`src/rtl/imem_pkg.sv`:
```
// Shared definitions for the instruction-memory access path: sizes, grant
// and FSM encodings, and the byte-address legality check.
package imem_pkg;

  localparam int IMEM_DEPTH  = 1024;
  localparam int IMEM_ADDR_W = 10;

  typedef enum logic {
    FETCH  = 1'b0,
    LOADER = 1'b1
  } grant_e;

  typedef enum logic [1:0] {
    IDLE     = 2'd0,
    MEM_WAIT = 2'd1,
    RESP     = 2'd2
  } state_e;

  // Word aligned and no address bits set above the word-index field.
  function automatic logic addr_ok(input logic [31:0] addr, input int addr_w);
    logic [31:0] hi_s;
    hi_s = addr >> (addr_w + 32'sd2);
    return (addr[1:0] == 2'b00) && (hi_s == 32'd0);
  endfunction

endpackage

```
`src/rtl/rr_arbiter2.sv`:
```
// Two-input round-robin arbiter; on a tie the input not granted last wins.
// The history only advances when the caller strobes update.
module rr_arbiter2
  import imem_pkg::*;
(
  input  logic clk,
  input  logic rst_n,
  input  logic req_0,
  input  logic req_1,
  input  logic update,
  output logic gnt_0,
  output logic gnt_1
);

  grant_e last_grant_r;

  // Grant selection from the current requests and the grant history
  always_comb begin
    gnt_0 = 1'b0;
    gnt_1 = 1'b0;
    case ({req_1, req_0})
      2'b01: gnt_0 = 1'b1;
      2'b10: gnt_1 = 1'b1;
      2'b11: begin
        if (last_grant_r == LOADER) begin
          gnt_0 = 1'b1;
        end else begin
          gnt_1 = 1'b1;
        end
      end
      default: begin
        gnt_0 = 1'b0;
        gnt_1 = 1'b0;
      end
    endcase
  end

  // Grant history; reset to input 1 so input 0 wins the first tie
  always_ff @(posedge clk or negedge rst_n) begin
    if (!rst_n) begin
      last_grant_r <= LOADER;
    end else if (update) begin
      last_grant_r <= gnt_1 ? LOADER : FETCH;
    end else begin
      last_grant_r <= last_grant_r;
    end
  end

endmodule

```
`src/rtl/imem_access_arbiter.sv`:
```
// Shares one single-port synchronous instruction RAM between the fetch port
// and the loader port; one outstanding transaction, registered responses.
module imem_access_arbiter
  import imem_pkg::*;
#(
  parameter int DEPTH  = IMEM_DEPTH,
  parameter int ADDR_W = IMEM_ADDR_W
) (
  input  logic              clk,
  input  logic              rst_n,
  input  logic              f_req_valid,
  output logic              f_req_ready,
  input  logic [31:0]       f_addr,
  output logic              f_rsp_valid,
  input  logic              f_rsp_ready,
  output logic [31:0]       f_rsp_data,
  output logic              f_rsp_err,
  input  logic              l_req_valid,
  output logic              l_req_ready,
  input  logic              l_we,
  input  logic [31:0]       l_addr,
  input  logic [31:0]       l_wdata,
  output logic              l_rsp_valid,
  input  logic              l_rsp_ready,
  output logic [31:0]       l_rsp_data,
  output logic              l_rsp_err,
  output logic              mem_en,
  output logic              mem_we,
  output logic [ADDR_W-1:0] mem_addr,
  output logic [31:0]       mem_wdata,
  input  logic [31:0]       mem_rdata
);

  localparam logic [29:0] LAST_WORD = 30'(DEPTH - 1);

  state_e      state_r, state_s;
  grant_e      owner_r;
  logic        err_r, we_r;
  logic        idle_s, gnt_f_s, gnt_l_s, accept_s, ok_s, rsp_ready_s;
  logic [31:0] sel_addr_s, cap_data_s;
  logic        f_rsp_valid_r, f_rsp_err_r, l_rsp_valid_r, l_rsp_err_r;
  logic [31:0] f_rsp_data_r, l_rsp_data_r;

  // Readies must read 0 while reset is held, even with requests pending.
  assign idle_s = (state_r == IDLE) && rst_n;

  rr_arbiter2 u_arb (
    .clk    (clk),
    .rst_n  (rst_n),
    .req_0  (f_req_valid & idle_s),
    .req_1  (l_req_valid & idle_s),
    .update (accept_s),
    .gnt_0  (gnt_f_s),
    .gnt_1  (gnt_l_s)
  );

  assign accept_s   = gnt_f_s | gnt_l_s;
  assign sel_addr_s = gnt_l_s ? l_addr : f_addr;
  // The DEPTH bound matters only if DEPTH is not a power of two.
  assign ok_s       = addr_ok(sel_addr_s, ADDR_W) && (sel_addr_s[31:2] <= LAST_WORD);

  assign f_req_ready = gnt_f_s;
  assign l_req_ready = gnt_l_s;
  assign mem_en      = accept_s & ok_s;
  assign mem_we      = accept_s & ok_s & gnt_l_s & l_we;
  assign mem_addr    = sel_addr_s[ADDR_W+1:2];
  assign mem_wdata   = gnt_l_s ? l_wdata : 32'd0;

  assign rsp_ready_s = (owner_r == LOADER) ? l_rsp_ready : f_rsp_ready;
  assign cap_data_s  = (err_r || we_r) ? 32'd0 : mem_rdata;

  // FSM state register
  always_ff @(posedge clk or negedge rst_n) begin
    if (!rst_n) begin
      state_r <= IDLE;
    end else begin
      state_r <= state_s;
    end
  end

  // FSM next state
  always_comb begin
    state_s = state_r;
    case (state_r)
      IDLE: begin
        if (accept_s) begin
          state_s = MEM_WAIT;
        end else begin
          state_s = IDLE;
        end
      end
      MEM_WAIT: state_s = RESP;
      RESP: begin
        if (rsp_ready_s) begin
          state_s = IDLE;
        end else begin
          state_s = RESP;
        end
      end
      default: state_s = IDLE;
    endcase
  end

  // Transaction attributes latched at accept
  always_ff @(posedge clk or negedge rst_n) begin
    if (!rst_n) begin
      owner_r <= FETCH;
      err_r   <= 1'b0;
      we_r    <= 1'b0;
    end else if (accept_s) begin
      owner_r <= gnt_l_s ? LOADER : FETCH;
      err_r   <= ~ok_s;
      we_r    <= gnt_l_s & l_we;
    end else begin
      owner_r <= owner_r;
      err_r   <= err_r;
      we_r    <= we_r;
    end
  end

  // Response registers: loaded in MEM_WAIT, released on the owner's ready
  always_ff @(posedge clk or negedge rst_n) begin
    if (!rst_n) begin
      f_rsp_valid_r <= 1'b0;
      f_rsp_data_r  <= 32'd0;
      f_rsp_err_r   <= 1'b0;
      l_rsp_valid_r <= 1'b0;
      l_rsp_data_r  <= 32'd0;
      l_rsp_err_r   <= 1'b0;
    end else begin
      case (state_r)
        MEM_WAIT: begin
          if (owner_r == LOADER) begin
            l_rsp_valid_r <= 1'b1;
            l_rsp_data_r  <= cap_data_s;
            l_rsp_err_r   <= err_r;
          end else begin
            f_rsp_valid_r <= 1'b1;
            f_rsp_data_r  <= cap_data_s;
            f_rsp_err_r   <= err_r;
          end
        end
        RESP: begin
          if (rsp_ready_s) begin
            f_rsp_valid_r <= 1'b0;
            l_rsp_valid_r <= 1'b0;
          end else begin
            f_rsp_valid_r <= f_rsp_valid_r;
            l_rsp_valid_r <= l_rsp_valid_r;
          end
        end
        default: begin
          f_rsp_valid_r <= f_rsp_valid_r;
          l_rsp_valid_r <= l_rsp_valid_r;
        end
      endcase
    end
  end

  assign f_rsp_valid = f_rsp_valid_r;
  assign f_rsp_data  = f_rsp_data_r;
  assign f_rsp_err   = f_rsp_err_r;
  assign l_rsp_valid = l_rsp_valid_r;
  assign l_rsp_data  = l_rsp_data_r;
  assign l_rsp_err   = l_rsp_err_r;

endmodule

```
`config.mk`:
```
export PLATFORM = sky130hd
export DESIGN_NAME = imem_access_arbiter
export DESIGN_NICKNAME = d
export VERILOG_FILES = /design/src/rtl/imem_pkg.sv /design/src/rtl/rr_arbiter2.sv /design/src/rtl/imem_access_arbiter.sv
export SDC_FILE = /design/constraint.sdc
export NUM_CORES = 1
export LEC_CHECK = 0
export BUFFER_PORTS_ARGS = -buffer_cell sky130_fd_sc_hd__buf_2
export CORE_ASPECT_RATIO = 0.6
export CORE_MARGIN = 3
export CORE_UTILIZATION = 37
export CTS_CLUSTER_SIZE = 30
export DETAILED_ROUTE_END_ITERATION = 10
export MAX_ROUTING_LAYER = met4
export PLACE_DENSITY = 0.77
export SYNTH_ARGS = -nofsm -noshare
export SYNTH_HDL_FRONTEND = slang
export SYNTH_HIERARCHICAL = 1
export SYNTH_SLANG_ARGS = --single-unit
```
`constraint.sdc`:
```
create_clock -name clk -period 1.89 [get_ports clk]
set_input_delay 0.0945 -clock clk [delete_from_list [all_inputs] [get_ports clk]]
set_output_delay 0.0945 -clock clk [all_outputs]
set_load 0.1 [all_outputs]
```
==> results of run 1 <==
layer usage:
metal	up-vias	wire length, um	GRT usage [%]
met4	0	223	5.77
met3	19	875	5.55
met2	133	6470	40.8
met1	1738	5590	32.7
li1	1699	-	-
met5	-	0	-
how the worst max path moves through the flow:
stage / cells past startpoint / end / slack (ps)
CTS: 9 / mem_en / -440
floorplan: 8 / mem_we / -840
global placement: 9 / mem_en / -40
finish: 9 / mem_en / -400
detailed placement: 9 / mem_en / -90
global route: 9 / mem_en / -560
stage by stage:
stage / util (%) / setup WS [ps]
after detailed placement: 65.1 / -94.6
after global routing: 70.4 / -556
after global placement: 65.1 / -38.0
after floorplan: - / -841
after CTS: 69.6 / -435
final: 70.4 / -399
sequential cells by signal (all words and copies together) (netlist names):
signal	flops
f_rsp_data	32
l_rsp_data	32
state_r	2
err_r	1
f_rsp_err	1
f_rsp_valid	1
l_rsp_err	1
l_rsp_valid	1
owner_r	1
u_arb/last_grant_r	1
we_r	1
layout make-up:
class	count	area, um2	share of cell area [%]
Multi-Input combinational cell	252	1580	25.8
Clock buffer	10	239	3.91
Tap cell	112	140	2.29
Inverter	8	30.0	0.491
Sequential cell	74	1850	30.3
Clock inverter	6	63.8	1.04
Timing Repair Buffer	272	2210	36.2
power by group:
part	internal, uW	total, uW	switching (uW)	leakage, uW
combinational	1460	6460	4990	0.00200
clock	1060	1710	656	0.000145
sequential	2050	2320	274	0.000985
total	4570	10500	5920	0.00313
synth_stat cells, types with 2 or more instances:
cell,instances
nand2_1,103
dfrtp_1,73
o21ai_0,36
and2_1,33
o21ai_1,31
buf_2,14
mux2_2,11
clkbuf_1,7
inv_1,7
nor2_1,5
ha_1,4
nand3_1,4
nor4_1,4
nor4_2,4
mux2i_1,3
and3_1,2
nand4_2,2
timing repair:
action,CTS,global route
setup buffers,5,2
pin swaps,7,4
setup endpoints to repair,45,47
hold buffers,1,0
cloned,0,1
hold endpoints to repair,14,0
gates resized for setup,21,13
kinds of logic (layout without fill, tap and decap cells):
| kind of cell | Yosys count | after routing | share of synthesized area, % |
|---|---|---|---|
| compound gates | 71 | 71 | 11.1 |
| simple gates | 161 | 161 | 23.0 |
| buf+inv | 30 | 296 | 4.08 |
| flops | 74 | 74 | 54.9 |
| fa+ha+maj | 4 | 4 | 1.48 |
| mux | 16 | 16 | 5.34 |
critical path, cell delays in order, from the launching register on:
cell	delay (ps)
dfrtp_1	370
inv_2	60
ha_4	160
and3_4	140
buf_4	130
a21boi_4	230
inv_1	130
o21ai_0	250
and2_4	220
buf_12	170
==> metrics, run 1 <==
GPL Wtd Cong=0.955; leakage=0.00313 uW; Die Footprint=10300 um2; crit path capture type=output port; status=complete, but fails checks; power density over the cells=1710 nW/um2; DRC violations left=0; vias in the first global route=3556; total grt overflow=0; Peak VDD IR=1.13 mV; reg2reg setup slack=-80 ps; number of synthesized flops with an enable pin=0; H-tree depth=3; Initial Utilization=38.8%; hold slack=6.47 ps; Root Driver=clkbuf_16; max-slew violations=0; fmax=437 MHz; layout cells sized above 1=57.1%; clk buf depth=2; antenna violation net count after detailed routing=0; PnR worst setup slack=-399 ps; RSZ-0062 raised after global routing=true; syn_nets=495; DIE WIDTH=129 um; FF-to-FF End=u_arb/last_grant_r; worst hold-check path type=in2async; total core area=8690 um2; global-route wire length before repair=19.1 mm; Port Buffer Count=248; register area share after synthesis=54.9%; Syn Inst Count=356; Fin. Hold Viols=0; Synth area leaders=dfrtp_1 54%, nand2_1 11%, and2_1 6.1%; Worst R2R Start=state_r[1]; FILL cells=648; Worst Path Arrival=2190 ps; GRT Total Usage=25.2%; total CTS buffers=9; CP Launch Type=flop; Seq cells post-synth=74; post-route setup TNS=-13350 ps; CP Launch Point=state_r[1]; worst setup path category=reg2out; Post-DP HPWL=10.3 mm; clock sink count=74; placed cell area=5650 um2; most frequent cells in the layout=201 x buf_2, 100 x nand2_1, 73 x dfrtp_1, 51 x buf_12, 36 x o21ai_0; failing checks=negative setup slack; Yosys warnings=6; cell taking the most area after synthesis=dfrtp_1; final setup violation count=46; diode count=0; Die Span Y=80.0 um; via/cell ratio=4.89; worst-case reg-to-reg path depth=10; Vias=3589; worst-margin pin slew=763 ps; Max-Cap Viols=0; final net count=756; Pwr Total=10500 uW; Rows=26; Syn Std Cell Area=3370 um2; drt pass-1 iters=4; Post-synth ARST share=100%; Main synth FF type=dfrtp_1; post-synth top area share=54.2%; clk_lat worst skew=320 ps; post-synth cell types=30; initial antenna violation count=0; Cell Count Post-Placement=709; clock slew at reported path FFs=60 ps; DR WL/cell=17.9 um; final worst path period need=2290 ps; Ports=249; Worst Path Required=1800 ps; Detailed Route Iter0 Violations=219; design area=6120 um2; Tcrit/Tclk final=121%; Avg Cell Area, Syn=9.48 um2; Worst Skew=8.22 ps; CTS tree=yes; drt total wl=13.2 mm; crit-path max FO=5; commonest non-fill, non-tap cell in the layout=buf_2; final std cells w/o fill=734; Area Overhead vs Synth=81.4%; relative slew slack=49.1%; pin count of the biggest net entering global routing=61
(Power assumes the default switching activity.)
==> run 2, diff against run 1 <==
--- a/config.mk
+++ b/config.mk
@@ -6,13 +6,14 @@
 export NUM_CORES = 1
 export LEC_CHECK = 0
 export BUFFER_PORTS_ARGS = -buffer_cell sky130_fd_sc_hd__buf_2
-export CORE_ASPECT_RATIO = 0.6
+export CELL_PAD_IN_SITES_DETAIL_PLACEMENT = 1
+export CELL_PAD_IN_SITES_GLOBAL_PLACEMENT = 2
 export CORE_MARGIN = 3
-export CORE_UTILIZATION = 37
+export CORE_UTILIZATION = 21
 export CTS_CLUSTER_SIZE = 30
 export DETAILED_ROUTE_END_ITERATION = 10
 export MAX_ROUTING_LAYER = met4
-export PLACE_DENSITY = 0.77
+export PLACE_DENSITY_LB_ADDON = 0.1
 export SYNTH_ARGS = -nofsm -noshare
 export SYNTH_HDL_FRONTEND = slang
 export SYNTH_HIERARCHICAL = 1
==> constraint.sdc (replaced) <==
create_clock -name clk -period 2.2 [get_ports clk]
set_input_delay 0.11 -clock clk [delete_from_list [all_inputs] [get_ports clk]]
set_output_delay 0.11 -clock clk [all_outputs]
set_load 0.1 [all_outputs]
==> run 2 against run 1 <==
Compared with the run above: the run ends with negative hold slack, negative setup slack left; sequential power fell by 15%; utilization fell by 29 points; via count fell by 1.5%; die area rose by 70%; critical path depth did not move; critical path type unchanged; critical endpoint unchanged.
==> metrics, run 2 (synthesized netlist as in run 1, its figures left out) <==
status=complete, but fails checks; failing checks=negative hold slack, negative setup slack; antenna violation net count after detailed routing=0; pin count of the biggest net entering global routing=61; CP bufs+invs=2; critical path cell sequence=inv_2 > ha_4 > and3_4 > a21boi_4 > nor4b_4 > nand4_2 > o22ai_2 > and2_4 > buf_12; Initial Utilization=21.8%; DIE WIDTH=133 um; Die Footprint=17600 um2; worst hold-check path type=in2async; GRT Total Usage=16.4%; Max-Cap Viols=0; CTS tree=yes; Slowest Stage Delay on Critical Path=390 ps; post-route setup TNS=-586 ps; worst-margin pin slew=777 ps; Detailed Route Iter0 Violations=79; power density over the cells=1440 nW/um2; crit path capture type=output port; clock slew at reported path FFs=60 ps; commonest non-fill, non-tap cell in the layout=buf_2; final std cells w/o fill=838; PnR worst setup slack=-148 ps; Post-DP HPWL=10.9 mm; clk_lat worst skew=330 ps; Worst Skew=3.62 ps; FILL cells=1800; total CTS buffers=9; layout cells sized above 1=57.3%; hold slack=-20.7 ps; H-tree depth=3; vias in the first global route=3950; clk buf depth=2; Cell Count Post-Placement=803; max-slew violations=0; most frequent cells in the layout=201 x buf_2, 100 x nand2_1, 73 x dfrtp_1, 54 x buf_12, 35 x o21ai_0; Vias=3536; total core area=15500 um2; via/cell ratio=4.22; crit-path max FO=3; drt total wl=13.9 mm; Max stage delay cell, worst path=dfrtp_1; fmax=426 MHz; final worst path period need=2350 ps; total grt overflow=0; Die Span Y=133 um; GPL Wtd Cong=0.742; clock sink count=74; Root Driver=clkbuf_16; Worst Path Required=2090 ps; final setup violation count=11; final net count=762; Fin. Hold Viols=27; Port Buffer Count=248; RSZ-0062 raised after global routing=true; Util after Layout=41.0%; DR WL/cell=16.5 um; CP Launch Type=flop; worst setup path category=reg2out; Worst Path Arrival=2240 ps; relative slew slack=48.2%; drt pass-1 iters=4; initial antenna violation count=1; CP top delay family=simple AND/OR/NAND/NOR gates; global-route wire length before repair=21.9 mm; Area Overhead vs Synth=88.2%; Rows=45; Peak VDD IR=0.522 mV; DRC violations left=0; leakage=0.00318 uW; Ports=249; Tcrit/Tclk final=107%; Pwr Total=9130 uW
## run 2: area by class of cell
class	count	area (um2)	area share (%)
clock buffers	9	225	3.55
multi-input cells	252	1590	25.0
diodes	1	2.50	0.0394
clock inverters	5	81.3	1.28
flip-flops and latches	74	1850	29.2
repair buffers	278	2300	36.3
inverters	8	30.0	0.473
well taps	211	264	4.16
## run 2: repair_timing
item                                   4_1_cts  5_1_grt
pin swaps                                    1        6
gates cloned                                 3        0
setup endpoints to repair                   36       44
endpoints found under the hold margin       14        0
buffers inserted                            13        6
hold buffers                                 1        0
gates resized for setup                     42        5
## run 2: worst paths after layout
check / cells past startpoint / from / slack, ps / to
worst max-delay path: 9 / state_r[0] / -150 / mem_en
worst min-delay path: 2 / rst_n / -20 / err_r
worst max register to register: 10 / state_r[0] / 240 / err_r
worst min register to register: 2 / l_rsp_data[6] / 480 / l_rsp_data[6]
max in group asynchronous: 3 / rst_n / 1640 / u_arb/last_grant_r
min in group clk: 3 / mem_rdata[28] / 30 / l_rsp_data[28]
## run 2: through the flow
stage               worst slack [ps]  hold WS [ps]  instance area [um2]
floorplan                       -547          -186                 3510
global placement                 218          98.2                 5740
detailed placement               168           114                 5740
CTS                             -123          17.6                 6350
global route                    -261          32.2                 6350
finish                          -148         -20.7                 6350
## run 2: power by group
group	leakage (uW)	switching (uW)	internal [uW]
registers	0.000985	225	1760
clock network	0.000147	557	979
logic	0.00205	4300	1310
## run 2: metal layers
metal | part of all wire, % | global-route usage [%] | vias to the layer above
li1 | - | - | 1711
met1 | 39 | 17.6 | 1683
met2 | 54 | 29.1 | 128
met3 | 6.5 | 5.67 | 14
met4 | 1.4 | 3.81 | 0
met5 | 0 | - | -
==> run 3, diff against run 2 <==
==> constraint.sdc (replaced) <==
create_clock -name clk -period 2.2 [get_ports clk]
set_input_delay 0.33 -clock clk [delete_from_list [all_inputs] [get_ports clk]]
set_output_delay 0.33 -clock clk [all_outputs]
set_load 0.1 [all_outputs]
==> run 3 against run 2 <==
Compared with the run above: the run ends with negative setup slack left; non-clock buffer count grew 1; power up 2.2%; worst setup slack lost 160 ps; critical path depth did not move; clock power rose by 9%; wire length decreased by 0.26%; hold slack improved by 280 ps; final cell count up 0.36%; clock skew up 5.0 ps; highest routed layer unchanged.
==> metrics, run 3 (synthesized netlist as in run 1, its figures left out) <==
Die Span Y=133 um; status=complete, but fails checks; GPL Wtd Cong=0.762; Pwr Total=9330 uW; Root Driver=clkbuf_16; Rows=45; Max-Cap Viols=0; Switch Pwr=5100 uW; WL met3=945 um; power density over the cells=1450 nW/um2; clk buf depth=2; CP Launch Type=flop; CTS tree=yes; drt pass-1 iters=4; Clock power frac=18.0%; max-slew violations=0; Worst Path Required=1870 ps; Worst Skew=8.60 ps; failing checks=negative setup slack; sequential cell fraction of total power=21.2%; antenna violation net count after detailed routing=0; worst-margin pin slew=967 ps; drt total wl=13.8 mm; Worst Path Arrival=2180 ps; Post-DP HPWL=10.9 mm; Logic pwr share=60.8%; FILL cells=1776; Multi-input gate area=1590 um2; vias in the first global route=3952; Cell Count Post-Placement=806; DIE WIDTH=133 um; top sig layer=met4; PnR worst setup slack=-310 ps; final setup violation count=45; Ports=249; M1 wire length=5.18 mm; commonest non-fill, non-tap cell in the layout=buf_2; H-tree depth=3; Fin. Hold Viols=0; DR WL/cell=16.4 um; final worst path period need=2510 ps; Die Footprint=17600 um2; global-route wire length before repair=22.0 mm; worst hold-check path type=in2async; fmax=398 MHz; via/cell ratio=4.23; Port Buffer Count=248; most frequent cells in the layout=201 x buf_2, 100 x nand2_1, 73 x dfrtp_1, 54 x buf_12, 36 x o21ai_0; post-route setup TNS=-9270 ps; pin count of the biggest net entering global routing=75; total CTS buffers=9; FF/Latch Area=1850 um2; total grt overflow=0; Vias=3556; worst setup path category=reg2out; clk_lat worst skew=330 ps; clock sink count=74; metal2 WL=7.48 mm; initial antenna violation count=1; leakage=0.00323 uW; Initial Utilization=21.8%; Net Sw Frac=54.7%; Area Overhead vs Synth=91.3%; Peak VDD IR=0.680 mV; GRT Total Usage=16.4%; final std cells w/o fill=841; crit-path max FO=3; final net count=763; DRC violations left=0; Tcrit/Tclk final=114%; Detailed Route Iter0 Violations=82; RSZ-0062 raised after global routing=true; relative slew slack=35.5%; clock slew at reported path FFs=60 ps; layout cells sized above 1=57.7%; total core area=15500 um2; crit path capture type=output port; worst slack at placement=-12.2 ps; Internal Power=4220 uW
[run 3: critical path, cell delays in order, from the launching register on]
cell      delay, ps
dfrtp_1         390
inv_2            80
ha_4            150
and3_4          210
a21boi_4        170
nor4b_4         210
nand4_2         110
o22ai_2         180
and2_4          180
buf_12          170
[run 3: metal layers]
metal / vias up / global-route usage [%]
li1: 1718 / -
met1: 1691 / 17.7
met2: 135 / 29.0
met3: 12 / 5.36
met4: 0 / 4.27
met5: - / -
[run 3: area by class of cell]
type                            count  share of cell area (%)
Antenna cell                        1                  0.0388
Clock buffer                       10                    3.55
Clock inverter                      6                    1.74
Inverter                            8                   0.465
Multi-Input combinational cell    252                    24.7
Sequential cell                    74                    28.7
Tap cell                          211                    4.09
Timing Repair Buffer              279                    36.7
[run 3: final timing paths]
| path | to | cells past startpoint | slack, ps | from |
|---|---|---|---|---|
| max | mem_en | 9 | -310 | state_r[1] |
| min in group clk | l_rsp_data[31] | 3 | 260 | mem_rdata[31] |
| min | err_r | 2 | 260 | rst_n |
| max reg2reg | u_arb/last_grant_r | 11 | 150 | state_r[1] |
| min reg2reg | f_rsp_data[1] | 2 | 480 | f_rsp_data[1] |
| max in group asynchronous | l_rsp_data[24] | 2 | 1310 | rst_n |
[run 3: power groups by stage]
stage	registers [uW]	clock network [uW]	logic, uW
floorplan	4550	0	1510
global placement	1990	0	5400
detailed placement	2010	0	5430
CTS	1990	1740	5680
global route	2040	1800	5920
finish	1980	1680	5670
[run 3: stage by stage]
stage	hold WS (ps)	area [um2]	util, %
after floorplan	34.4	3510	-
after global placement	457	5780	37.3
after detailed placement	469	5780	37.3
after CTS	240	6400	41.3
after global routing	265	6450	41.7
final	259	6450	41.7
[run 3: what timing repair did]
| item | CTS | global route |
|---|---|---|
| resized for setup | 47 | 7 |
| pin swaps | 8 | 4 |
| setup endpoints to repair | 44 | 45 |
| setup buffers | 11 | 5 |
| hold endpoints to repair | 0 | 0 |
| gates cloned | 3 | 1 |
| hold buffers | 0 | 0 |
